**config.mk**
```make
export PLATFORM = sky130hd
export DESIGN_NAME = chess_value_scheduler
export DESIGN_NICKNAME = d
export VERILOG_FILES = /design/src/rtl/chess_value_scheduler.sv
export SDC_FILE = /design/constraint.sdc
export NUM_CORES = 1
export LEC_CHECK = 0
export CORE_ASPECT_RATIO = 0.9
export CORE_UTILIZATION = 55
export DETAILED_ROUTE_END_ITERATION = 7
export GPL_TIMING_DRIVEN = 0
export PLACE_DENSITY = 0.79
export SLEW_MARGIN = 20
export SYNTH_ARGS = -nofsm -noshare
export SYNTH_HDL_FRONTEND = slang
export SYNTH_SLANG_ARGS = --single-unit
```
**constraint.sdc**
```tcl
create_clock -name clk -period 6 [get_ports clk]
set_input_delay 0.6 -clock clk [delete_from_list [all_inputs] [get_ports clk]]
set_output_delay 0.6 -clock clk [all_outputs]
set_load 0.005 [all_outputs]
```
**src/rtl/chess_value_scheduler.sv**
```systemverilog
// chess_value_scheduler
// Walks every cell of a BOARD_N x BOARD_N Gobang board. For each empty cell it
// gathers the 9-cell line pattern in four directions, scores each line twice
// on a shared combinational scorer (attack with own stones, defence with the
// colours swapped), sums the eight scores and keeps the best cell.
//
// Handshakes:
//   start/busy/done : start is a one-cycle pulse honoured only in IDLE; busy is
//                     high from the next cycle until the scan ends; done pulses
//                     for one cycle in FIN while busy is already low.
//   rd_en/rd_data   : a read strobe with rd_addr in cycle t returns the cell
//                     code on rd_data in cycle t+1. There is no back-pressure.
//
// Timing per cell: an occupied cell costs CHK + CHKW = 2 cycles. An empty cell
// costs CHK + CHKW + 4 * (9 LOAD + WAIT + EATK + EDEF) + NDIR = 51 cycles. To
// hit those counts the direction step is taken on the exit of EDEF, and the
// step to the next cell position is taken on the exit of CHKW (occupied) or
// NDIR (after the compare), so neither costs a cycle of its own.
module chess_value_scheduler #(
  parameter int BOARD_N   = 15,
  parameter int ADDR_W    = 8,
  parameter int SCORE_W   = 16,
  parameter int DEF_SHIFT = 0
) (
  input  logic                 clk,
  input  logic                 rst,
  input  logic                 start,
  output logic                 busy,
  output logic                 done,
  output logic                 rd_en,
  output logic [ADDR_W-1:0]    rd_addr,
  input  logic [1:0]           rd_data,
  output logic [8:0]           calc_my,
  output logic [8:0]           calc_op,
  output logic [8:0]           calc_gr,
  input  logic [SCORE_W-1:0]   calc_score,
  output logic [3:0]           best_row,
  output logic [3:0]           best_col,
  output logic [SCORE_W+2:0]   best_score,
  output logic                 best_valid,
  output logic [3:0]           dbg_state
);

  localparam int ACC_W = SCORE_W + 3;
  localparam logic [3:0] LAST = 4'(BOARD_N - 1);
  localparam logic signed [6:0] N_S = 7'(BOARD_N);

  typedef enum logic [3:0] {
    S_IDLE = 4'd0,
    S_CHK  = 4'd1,
    S_CHKW = 4'd2,
    S_LOAD = 4'd3,
    S_WAIT = 4'd4,
    S_EATK = 4'd5,
    S_EDEF = 4'd6,
    S_NDIR = 4'd7,
    S_FIN  = 4'd8
  } state_t;

  state_t state_q, state_d;

  logic [3:0]       row_q, row_d;
  logic [3:0]       col_q, col_d;
  logic [1:0]       dir_q, dir_d;
  logic [3:0]       k_q, k_d;
  logic [ACC_W-1:0] acc_q, acc_d;

  // Pattern registers: own stones, opponent stones, off-board mask.
  logic [8:0] my_q, my_d;
  logic [8:0] op_q, op_d;
  logic [8:0] gr_q, gr_d;

  // Capture pipeline: the tap issued in LOAD lands in its bit one cycle later.
  logic       cap_vld_q, cap_vld_d;
  logic [3:0] cap_k_q, cap_k_d;
  logic       cap_off_q, cap_off_d;

  logic [3:0]       best_row_q, best_row_d;
  logic [3:0]       best_col_q, best_col_d;
  logic [ACC_W-1:0] best_score_q, best_score_d;
  logic             best_valid_q, best_valid_d;

  // Tap geometry for the current (row, col, dir, k).
  logic signed [6:0] row_s, col_s, tap_off, tap_r, tap_c;
  logic              tap_on;
  logic [ADDR_W-1:0] tap_addr;

  // Next cell position in row-major order.
  logic [3:0] npos_row, npos_col;
  logic       pos_last;
  logic       cell_occupied;

  function automatic logic [ADDR_W-1:0] cell_addr(input logic [3:0] r, input logic [3:0] c);
    return ADDR_W'(r) * ADDR_W'(BOARD_N) + ADDR_W'(c);
  endfunction

  // Position of pattern bit k: offset (k-4) along the direction vector.
  always_comb begin
    row_s   = $signed({3'b000, row_q});
    col_s   = $signed({3'b000, col_q});
    tap_off = $signed({3'b000, k_q}) - 7'sd4;
    tap_r   = row_s;
    tap_c   = col_s;
    case (dir_q)
      2'd0: begin tap_r = row_s;           tap_c = col_s + tap_off; end
      2'd1: begin tap_r = row_s + tap_off; tap_c = col_s;           end
      2'd2: begin tap_r = row_s + tap_off; tap_c = col_s + tap_off; end
      default: begin tap_r = row_s + tap_off; tap_c = col_s - tap_off; end
    endcase
    tap_on   = (tap_r >= 7'sd0) && (tap_r < N_S) && (tap_c >= 7'sd0) && (tap_c < N_S);
    tap_addr = cell_addr(tap_r[3:0], tap_c[3:0]);
  end

  // Row-major advance and end-of-board detection.
  always_comb begin
    pos_last      = (row_q == LAST) && (col_q == LAST);
    cell_occupied = (rd_data == 2'b01) || (rd_data == 2'b10);
    if (col_q == LAST) begin
      npos_col = 4'd0;
      npos_row = row_q + 4'd1;
    end else begin
      npos_col = col_q + 4'd1;
      npos_row = row_q;
    end
  end

  // Next-state, datapath updates and Moore outputs.
  always_comb begin
    state_d      = state_q;
    row_d        = row_q;
    col_d        = col_q;
    dir_d        = dir_q;
    k_d          = k_q;
    acc_d        = acc_q;
    my_d         = my_q;
    op_d         = op_q;
    gr_d         = gr_q;
    cap_vld_d    = 1'b0;
    cap_k_d      = cap_k_q;
    cap_off_d    = 1'b0;
    best_row_d   = best_row_q;
    best_col_d   = best_col_q;
    best_score_d = best_score_q;
    best_valid_d = best_valid_q;
    rd_en        = 1'b0;
    rd_addr      = '0;
    calc_my      = '0;
    calc_op      = '0;
    calc_gr      = '0;

    // Land the tap issued last cycle; off-board taps read nothing.
    if (cap_vld_q) begin
      if (cap_off_q) begin
        my_d[cap_k_q] = 1'b0;
        op_d[cap_k_q] = 1'b0;
        gr_d[cap_k_q] = 1'b1;
      end else begin
        my_d[cap_k_q] = (rd_data == 2'b01);
        op_d[cap_k_q] = (rd_data == 2'b10);
        gr_d[cap_k_q] = 1'b0;
      end
    end

    case (state_q)
      S_IDLE: begin
        if (start) begin
          best_row_d   = '0;
          best_col_d   = '0;
          best_score_d = '0;
          best_valid_d = 1'b0;
          row_d        = '0;
          col_d        = '0;
          state_d      = S_CHK;
        end
      end
      S_CHK: begin
        rd_en   = 1'b1;
        rd_addr = cell_addr(row_q, col_q);
        state_d = S_CHKW;
      end
      S_CHKW: begin
        if (cell_occupied) begin
          if (pos_last) begin
            state_d = S_FIN;
          end else begin
            row_d   = npos_row;
            col_d   = npos_col;
            state_d = S_CHK;
          end
        end else begin
          acc_d   = '0;
          dir_d   = 2'd0;
          k_d     = 4'd0;
          state_d = S_LOAD;
        end
      end
      S_LOAD: begin
        rd_en     = tap_on;
        rd_addr   = tap_on ? tap_addr : '0;
        cap_vld_d = 1'b1;
        cap_k_d   = k_q;
        cap_off_d = !tap_on;
        if (k_q == 4'd8) begin
          state_d = S_WAIT;
        end else begin
          k_d = k_q + 4'd1;
        end
      end
      S_WAIT: begin
        state_d = S_EATK;
      end
      S_EATK: begin
        calc_my = my_q;
        calc_op = op_q;
        calc_gr = gr_q;
        acc_d   = acc_q + ACC_W'(calc_score);
        state_d = S_EDEF;
      end
      S_EDEF: begin
        calc_my = op_q;
        calc_op = my_q;
        calc_gr = gr_q;
        acc_d   = acc_q + ACC_W'(calc_score >> DEF_SHIFT);
        if (dir_q != 2'd3) begin
          dir_d   = dir_q + 2'd1;
          k_d     = 4'd0;
          state_d = S_LOAD;
        end else begin
          state_d = S_NDIR;
        end
      end
      S_NDIR: begin
        // Strictly greater wins, so the earliest cell keeps a tie.
        if ((acc_q > best_score_q) || !best_valid_q) begin
          best_row_d   = row_q;
          best_col_d   = col_q;
          best_score_d = acc_q;
        end
        best_valid_d = 1'b1;
        if (pos_last) begin
          state_d = S_FIN;
        end else begin
          row_d   = npos_row;
          col_d   = npos_col;
          state_d = S_CHK;
        end
      end
      S_FIN: begin
        state_d = S_IDLE;
      end
      default: begin
        state_d = S_IDLE;
      end
    endcase
  end

  // State and datapath registers; reset aborts any scan in progress.
  always_ff @(posedge clk or posedge rst) begin
    if (rst) begin
      state_q      <= S_IDLE;
      row_q        <= '0;
      col_q        <= '0;
      dir_q        <= '0;
      k_q          <= '0;
      acc_q        <= '0;
      my_q         <= '0;
      op_q         <= '0;
      gr_q         <= '0;
      cap_vld_q    <= 1'b0;
      cap_k_q      <= '0;
      cap_off_q    <= 1'b0;
      best_row_q   <= '0;
      best_col_q   <= '0;
      best_score_q <= '0;
      best_valid_q <= 1'b0;
    end else begin
      state_q      <= state_d;
      row_q        <= row_d;
      col_q        <= col_d;
      dir_q        <= dir_d;
      k_q          <= k_d;
      acc_q        <= acc_d;
      my_q         <= my_d;
      op_q         <= op_d;
      gr_q         <= gr_d;
      cap_vld_q    <= cap_vld_d;
      cap_k_q      <= cap_k_d;
      cap_off_q    <= cap_off_d;
      best_row_q   <= best_row_d;
      best_col_q   <= best_col_d;
      best_score_q <= best_score_d;
      best_valid_q <= best_valid_d;
    end
  end

  // Status outputs decoded from the state register.
  always_comb begin
    busy       = (state_q != S_IDLE) && (state_q != S_FIN);
    done       = (state_q == S_FIN);
    best_row   = best_row_q;
    best_col   = best_col_q;
    best_score = best_score_q;
    best_valid = best_valid_q;
    dbg_state  = state_q;
  end

endmodule

```
==> reports/metrics.yaml <==
grt:
  grt_pass1_vias: 5779
  grt_pass1_wl_um: 28000
  grt_util_all_layers_pct: 24.9
  antenna_found_initial: 0
  grt_max_degree: 57
  gr-total-overflow: 0
finish:
  stdcell_count: 1069
  antenna_cells: 0
  mostFrequentLayoutCells: "ha_1, dfrtp_1, clkdlybuf4s50_1"
  final_common_cell: "ha_1"
  drive_above_1_share_pct: 10.7
  area_growth_pct: 20.0
  finish.utilization_pct: 67.8
  stdcell_area_um2: 9050
  finalNetCount: 1029
pwr:
  vdd_ir_drop_max_uv: 1260
  leakagePower_nw: 4.25
  power.total_mw: 5.26
  powerDensity_nw_per_um2: 581
floorplan:
  die_area_um2: 14200
  fp.dieH_um: 113
  fp.dieW_um: 125
  initial_core_util_pct: 56.5
  num_rows: 40
  io_pins: 91
  core_um2: 13400
route:
  wire_per_inst_um: 15.7
  vias: 5967
  viasPerCell: 5.58
  post-route-drc-count: 6
  firstDrtPassIters: 8
  drt_iter0_markers: 338
  drt-total-wl_um: 16800
  ant_nets: 0
timing:
  setup_slack_ns: 0.320
  setup_tns_ns: 0
  period_needed_ns: 5.68
  rsz0062_at_grt: "false"
  final-setup-viol-count: 0
  drv_slew: 0
  hold_ws_ns: 0.498
  finalCritPeriodShare_pct: 94.7
  finalHoldViolCount: 0
  max_freq_mhz: 176
  worst_pin_slew_ns: 0.614
  skew_ns: 0.0134
  slew_headroom_pct: 59.0
cts:
  ctsLongestPathBuffers: 2
  path_clk_slew_ns: 0.08
  cts.sinks: 98
  htreeDepth: 3
  cts_buffers: 9
  cts_tree: "built"
  cts_root_buf: "clkbuf_16"
  worstSkewPairLatency_ns: 0.36
worst_setup_path:
  cpLargestDelayFamily: "adder cells"
  crit_slowest_cell: "fa_1"
  rr_startpoint: "dir_q[0]"
  path_class: "reg -> out"
  worstPathBufferInverterCount: 3
  cpPeakStageDelay_ns: 0.60
  startpoint: "row_q[0]"
  cp.arrival_ns: 5.08
  cp_cell_sequence: "ha_1, inv_1, fa_1, nor2b_1, nor3_2, a21oi_2, fa_1, fa_1, fa_1, inv_1, ha_1, a21oi_1, nor2_1, nor2_1, o21bai_1, a21oi_1, xnor2_1, o22ai_1, clkdlybuf4s50_1"
  critPathMostFrequentCell: "fa_1"
  end_kind: "primary output"
  crit_fanout: 6
  cp.required_ns: 5.40
  startpoint_type: "flop"
placed_design:
  place_area_um2: 8690
  place_inst: 1048
  post-place-ws_ns: 0.358
  gp_congestion: 0.872
  dp_hpwl_um: 12900
  portBuffers: 90
run_status:
  violations: "design-rule violations"
  status: "complete, but fails checks"
synth:
  syn-num-nets: 922
  ys_warn_count: 0
  synthDistinctLibCells: 62
  ys_ff_latch: 98
  avgSynthCellArea_um2: 9.56
  synth_area_um2: 7540
  synth_edf_count: 0
  synthCells: 789
  synthFlopType: "dfrtp_1"
  synthArstFlopShare_pct: 100
  yosysSeqAreaShare_pct: 32.5
hold_path:
  holdCritPathClass: "reg -> reg"
run:
  maxCapViolCount: 0
[timing repair]
item	CTS	global route
setup buffers	0	5
gates resized for setup	1	9
hold buffers	0	0
pin swaps	0	0
endpoints found under the setup margin	1	3
[logic make-up (layout without fill, tap and decap cells)]
| kind of cell | Yosys count | count (layout) | share of synthesized area [%] |
|---|---|---|---|
| and+or+nand+nor | 202 | 202 | 13.2 |
| adders and majority gates | 112 | 112 | 20.3 |
| buffers and inverters | 110 | 222 | 5.94 |
| muxes | 59 | 59 | 8.62 |
| DFF | 98 | 98 | 32.5 |
| xor gates and xnor gates | 34 | 34 | 3.95 |
| AOI/OAI and AO/OA | 174 | 174 | 15.5 |
[final timing paths]
path                                        to  slack [ns]  cells after the start
max in group asynchronous               k_q[0]        4.75                      3
worst max register to register       cap_off_q        2.86                     13
worst max-delay path                rd_addr[7]        0.32                     19
worst min-delay path                      flop        0.50                      1
worst min register to register            flop        0.50                      1
min in group asynchronous       best_score[11]        0.62                      2
[layout make-up]
class                   count  area, µm²
plain buffers              27        136
multi-input cells         581       4660
well taps                 168        210
fillers                  1070       4310
flip-flops and latches     98       2460
clock buffers               9        225
repair buffers             96        966
inverters                  83        317
clock inverters             7       82.6
[power breakdown]
group          switching [mW]  internal [mW]
combinational            1.92           1.68
clock                   0.276          0.331
sequential              0.193          0.857
[flip-flops by register name (all words and copies together), names as in the netlist, 9 cells and up, named ones only]
signal and count:
acc_q 19, best_score 19, my_q 9, op_q 9
[synth_stat cells (3+ instances only)]
| master | number | share of area [%] |
|---|---|---|
| dfrtp_1 | 98 | 33 |
| ha_1 | 95 | 16 |
| inv_1 | 83 | 4.1 |
| nand2_1 | 65 | 3.2 |
| mux2_2 | 48 | 7.2 |
| nor2_1 | 45 | 2.2 |
| o21ai_0 | 44 | 2.9 |
| a21oi_1 | 38 | 2.5 |
| xnor2_1 | 26 | 3.0 |
| a22o_1 | 20 | 2.3 |
| a21o_1 | 18 | 1.8 |
| nor2b_1 | 18 | 1.5 |
| fa_1 | 17 | 4.5 |
| clkbuf_1 | 15 | 0.75 |
| nand3_1 | 13 | 0.86 |
| mux2i_1 | 11 | 1.5 |
| nand2b_1 | 9 | 0.75 |
| nor3_1 | 9 | 0.60 |
| o22ai_1 | 9 | 0.75 |
| xor2_1 | 8 | 0.93 |
| buf_2 | 7 | 0.46 |
| nand4_1 | 7 | 0.58 |
| o21bai_1 | 7 | 0.70 |
| nor3b_1 | 6 | 0.60 |
| and3_1 | 5 | 0.41 |
| nand3b_1 | 5 | 0.50 |
| o31ai_1 | 5 | 0.50 |
| and2_1 | 4 | 0.33 |
| o211ai_1 | 4 | 0.40 |
| o21a_1 | 4 | 0.40 |
| buf_6 | 3 | 0.45 |
| nor4_1 | 3 | 0.25 |
[layer usage]
| layer | share of wire (%) | vias up | track usage (%) |
|---|---|---|---|
| li1 | - | 2971 | - |
| met1 | 48 | 2875 | 34.3 |
| met2 | 47 | 105 | 40.9 |
| met3 | 3.4 | 16 | 4.59 |
| met4 | 1.2 | 0 | 5.93 |
| met5 | 0 | - | 0 |
(Power assumes the default switching activity.)
